[src/rtl/counter_ctrl.sv]
// Run/pause/step sequencer driving the enable/upDown inputs of a 4-bit up/down counter.
// A free-running prescaler paces RUN; ping-pong mode bounces between lo and hi using count feedback.
module counter_ctrl #(
    parameter int PRESCALE = 10
) (
    input  logic       clk,
    input  logic       rst,
    input  logic       start,
    input  logic       stop,
    input  logic       step,
    input  logic [1:0] mode,
    input  logic [3:0] lo,
    input  logic [3:0] hi,
    input  logic [3:0] count,
    output logic       enable,
    output logic       upDown,
    output logic [1:0] state,
    output logic       busy
);

    localparam int PW = (PRESCALE > 2) ? $clog2(PRESCALE) : 1;
    localparam logic [PW-1:0] PRESC_LAST = PW'(PRESCALE - 1);

    typedef enum logic [1:0] {
        S_IDLE  = 2'b00,
        S_RUN   = 2'b01,
        S_PAUSE = 2'b10
    } state_t;

    state_t        state_q, state_d;
    logic [PW-1:0] presc_q, presc_d;
    logic          dir_q, dir_d;
    logic          enable_q, enable_d;
    logic          ud_q, ud_d;

    logic          cnt_evt;
    logic          eff_dir;
    logic          pulse_ok;

    // Effective direction for a count event; pulse_ok drops on a degenerate ping-pong range.
    always_comb begin
        eff_dir  = 1'b1;
        pulse_ok = 1'b1;
        case (mode)
            2'b01: eff_dir = 1'b0;
            2'b10: begin
                if (lo >= hi) begin
                    pulse_ok = 1'b0;
                    eff_dir  = dir_q;
                end else if (dir_q && (count >= hi)) begin
                    eff_dir = 1'b0;
                end else if (!dir_q && (count <= lo)) begin
                    eff_dir = 1'b1;
                end else begin
                    eff_dir = dir_q;
                end
            end
            default: eff_dir = 1'b1;
        endcase
    end

    // Command decode: stop beats start beats step, one command per cycle.
    always_comb begin
        state_d = state_q;
        presc_d = presc_q;
        cnt_evt = 1'b0;
        dir_d   = dir_q;
        case (state_q)
            S_IDLE: begin
                if (stop) begin
                    state_d = S_IDLE;
                end else if (start) begin
                    state_d = S_RUN;
                    presc_d = '0;
                end else if (step) begin
                    cnt_evt = 1'b1;
                end
            end
            S_RUN: begin
                if (stop) begin
                    state_d = S_PAUSE;
                end else if (presc_q == PRESC_LAST) begin
                    presc_d = '0;
                    cnt_evt = 1'b1;
                end else begin
                    presc_d = presc_q + PW'(1);
                end
            end
            S_PAUSE: begin
                if (stop) begin
                    state_d = S_IDLE;
                    dir_d   = (mode != 2'b01);
                end else if (start) begin
                    state_d = S_RUN;
                    presc_d = '0;
                end else if (step) begin
                    cnt_evt = 1'b1;
                end
            end
            default: state_d = S_IDLE;
        endcase
    end

    always_comb begin
        enable_d = 1'b0;
        ud_d     = ud_q;
        if (cnt_evt && pulse_ok) begin
            enable_d = 1'b1;
            ud_d     = eff_dir;
        end
    end

    always_ff @(posedge clk or posedge rst) begin
        if (rst) begin
            state_q  <= S_IDLE;
            presc_q  <= '0;
            dir_q    <= 1'b1;
            enable_q <= 1'b0;
            ud_q     <= 1'b1;
        end else begin
            state_q  <= state_d;
            presc_q  <= presc_d;
            dir_q    <= (cnt_evt && pulse_ok) ? eff_dir : dir_d;
            enable_q <= enable_d;
            ud_q     <= ud_d;
        end
    end

    assign enable = enable_q;
    assign upDown = ud_q;
    assign state  = state_q;
    assign busy   = (state_q == S_RUN);

endmodule

[config.mk]
export PLATFORM = sky130hd
export DESIGN_NAME = counter_ctrl
export DESIGN_NICKNAME = d
export VERILOG_FILES = /design/src/rtl/counter_ctrl.sv
export SDC_FILE = /design/constraint.sdc
export NUM_CORES = 1
export LEC_CHECK = 0
export CAP_MARGIN = 20
export CORE_MARGIN = 2
export CORE_UTILIZATION = 43
export CTS_BUF_LIST = sky130_fd_sc_hd__clkbuf_8
export CTS_CLUSTER_SIZE = 24
export DETAILED_ROUTE_END_ITERATION = 12
export GPL_TIMING_DRIVEN = 0
export HOLD_SLACK_MARGIN = 0.15
export PLACE_DENSITY_LB_ADDON = 0.2
export REMOVE_ABC_BUFFERS = 1
export SYNTH_ARGS = -nofsm -noshare
export SYNTH_HDL_FRONTEND = slang
export SYNTH_SLANG_ARGS = --single-unit
[constraint.sdc]
create_clock -name clk -period 1.5 [get_ports clk]
set_input_delay 0.225 -clock clk [delete_from_list [all_inputs] [get_ports clk]]
set_output_delay 0.225 -clock clk [all_outputs]
set_load 0.01 [all_outputs]
==> flow_summary.json, run 1 <==
{
  "status": "finished, violations left",
  "violations": "negative setup slack",
  "yosysTopAreaCell": "dfrtp_1",
  "yosysTopAreaCellShare_pct": 22.6,
  "p_switching_uw": 306,
  "synth_area_leaders": "dfrtp_1 23%, ha_1 23%, dfstp_2 6.8%",
  "rows": 15,
  "dp_cells": 131,
  "finalHoldViolations": 0,
  "yosys_most_used_dff": "dfrtp_1",
  "max_cap_viol_count": 0,
  "synth_common_cells": "14 x ha_1, 13 x inv_1, 8 x o21ai_0",
  "cts-root-buf": "clkbuf_8",
  "p_int_uw": 684,
  "fin_skew_ns": 0.00339,
  "leakagePower_uw": 0.000614,
  "gp_congestion": 0.771,
  "wire_per_inst_um": 12.9,
  "fp.dieH_um": 46.4,
  "tightest_slew_ns": 0.338,
  "r2r_start": "presc_q[1]",
  "finalSetupTns_ns": -0.131,
  "viasPerCell": 4.95,
  "ys_ff_latch": 9,
  "yosysMostFrequentCell": "ha_1",
  "pwr-share-clk_pct": 27.4,
  "first_iter_violations": 6,
  "hold_class": "primary input to asynchronous set/reset pin",
  "synth_edf_count": 0,
  "rsz0062_at_grt": "true",
  "syn_to_final_growth_pct": 61.2,
  "swShare_pct": 30.9,
  "hold_buffers": 0,
  "p_comb_share_pct": 39.5,
  "drv_slew": 0,
  "setup_viol": 2,
  "dp_hpwl_um": 1350,
  "drcViolationCount": 0,
  "fmax_ghz": 0.636,
  "stdcell_count": 147,
  "num_vias": 728,
  "total_power_uw": 990,
  "final_util_pct": 73.1,
  "cts_made_buffers": 3,
  "syn_area_um2": 774,
  "rr_endpoint": "dir_q",
  "clock_path_buffers": 2,
  "cp-end-kind": "flip-flop",
  "grt-ovfl-total": 0,
  "rr_worst_depth": 7,
  "grt_pass1_wl_um": 3060,
  "diodes": 0,
  "grt.total_usage_pct": 20.7,
  "core_area_um2": 1710,
  "synth_cell_types": 29,
  "cts.clk_slew.worst_paths_ns": 0.05,
  "dieArea_um2": 2160,
  "layout-drive-gt1-share_pct": 41.0,
  "cts_tree": "built",
  "synth_warnings": 0,
  "synthArstFlopShare_pct": 100,
  "fin_nets": 156,
  "cts.sinks": 9,
  "dieWidth_um": 46.4,
  "top_level_ports": 24,
  "synth_area_per_cell_um2": 9.33,
  "routed_wl_um": 1900,
  "period_share_pct": 105,
  "power_frac_seq_pct": 33.1,
  "worstPathMaxFanout": 3,
  "port_buffers": 23,
  "final_antenna_net_count": 0,
  "h-tree-depth": 1,
  "powerDensity_nw_per_um2": 793,
  "required_ns": 1.66,
  "critical_path_class": "primary input to flip-flop",
  "clk_latency_ns": 0.23,
  "grt_max_degree": 10,
  "arrival_ns": 1.73,
  "r2r_slack_ns": 0.01,
  "initial_core_util_pct": 45.3,
  "grt_pass1_vias": 767,
  "yosysSeqAreaShare_pct": 29.4,
  "drtPass1Iterations": 4,
  "setup_slack_ns": -0.0724,
  "antenna_found_initial": 0,
  "dp_slack_ns": -0.853,
  "vdd_ir_drop_max_mv": 0.661,
  "syn_inst": 83,
  "slew_headroom_pct": 77.4,
  "final_period_minus_worst_setup_slack_ns": 1.57,
  "critPathLaunchType": "primary input"
}
-- flip-flops by register name, indices dropped and copies added, names as in the netlist --
signal	count
dir_q	1
upDown	1
enable	1
presc_q	4
state	2
-- placed cells by master, fill, tap and decap left out, types with 4 or more instances in the layout --
| cell | instances |
|---|---|
| o21ai_1 | 6 |
| inv_1 | 9 |
| buf_4 | 12 |
| inv_2 | 4 |
| nand2b_1 | 5 |
| dfrtp_1 | 7 |
| clkdlybuf4s50_1 | 9 |
| ha_1 | 9 |
| dlygate4sd2_1 | 6 |
-- cell type report --
| class | instances | area [um^2] |
|---|---|---|
| Clock inverter | 1 | 3.75 |
| Timing Repair Buffer | 35 | 297 |
| Tap cell | 25 | 31.3 |
| Multi-Input combinational cell | 61 | 597 |
| Sequential cell | 9 | 228 |
| Clock buffer | 3 | 41.3 |
| Inverter | 13 | 51.3 |
| Fill cell | 130 | 459 |
-- metrics by stage --
step,instance area [um^2],hold slack [ns]
2_1_floorplan,774,0.0515
3_3_place_gp,1040,0.456
3_5_place_dp,1040,0.474
4_1_cts,1230,0.256
5_1_grt,1250,0.283
6_report,1250,0.251
-- critical path, stage by stage --
cell,delay (ns)
buf_8,0.10
inv_4,0.04
ha_4,0.18
nand2b_4,0.13
a2111o_1,0.44
a311oi_4,0.35
nand2_2,0.11
o22ai_2,0.16
-- layer usage --
layer / vias up / part of all wire [%] / GRT usage, % / wire, um
met2: 20 / 51 / 38.1 / 972
met1: 334 / 43 / 21.7 / 822
met5: - / 0 / 0 / 0
met4: 0 / 1.4 / 5.71 / 26
li1: 370 / - / - / -
met3: 4 / 4.2 / 7.84 / 80
-- worst max-delay path by stage --
stage / startpoint / end / slack [ns] / depth (start not counted)
after detailed placement: lo[0] / dir_q / -0.85 / 8
after global routing: lo[0] / dir_q / -0.1 / 8
final: lo[0] / dir_q / -0.07 / 8
after global placement: lo[0] / upDown / -0.82 / 8
after floorplan: lo[0] / dir_q / -0.24 / 7
after CTS: lo[0] / dir_q / -0.07 / 8
-- cell families after synthesis --
group,after synthesis,synth area share [%]
DFF,9,29.4
adders and majority gates,14,22.6
and+or+nand+nor,23,17.9
buffers and inverters,13,6.30
AOI/OAI and AO/OA,23,22.5
muxes,1,1.29
-- power groups by stage --
stage               clock [uW]  combinational, uW  sequential, uW
CTS                        277                359             322
global route               293                428             332
floorplan                    0                157             331
finish                     271                391             327
global placement             0                272             331
detailed placement           0                283             333
-- timing repair --
| item | CTS | global route |
|---|---|---|
| buffers inserted | 11 | 1 |
| setup endpoints to repair | 7 | 5 |
| pin swaps | 14 | 13 |
| gates resized for setup | 48 | 18 |
Note: power is estimated with default switching activity, not from simulation.
==> run 2, diff against run 1 <==
--- a/config.mk
+++ b/config.mk
@@ -12,7 +12,7 @@
 export CTS_CLUSTER_SIZE = 24
 export DETAILED_ROUTE_END_ITERATION = 12
 export GPL_TIMING_DRIVEN = 0
-export HOLD_SLACK_MARGIN = 0.15
+export HOLD_SLACK_MARGIN = 0.02
 export PLACE_DENSITY_LB_ADDON = 0.2
 export REMOVE_ABC_BUFFERS = 1
 export SYNTH_ARGS = -nofsm -noshare
==> results of run 2 <==
The final DEF is identical to that of run 1; final timing and power are the same.
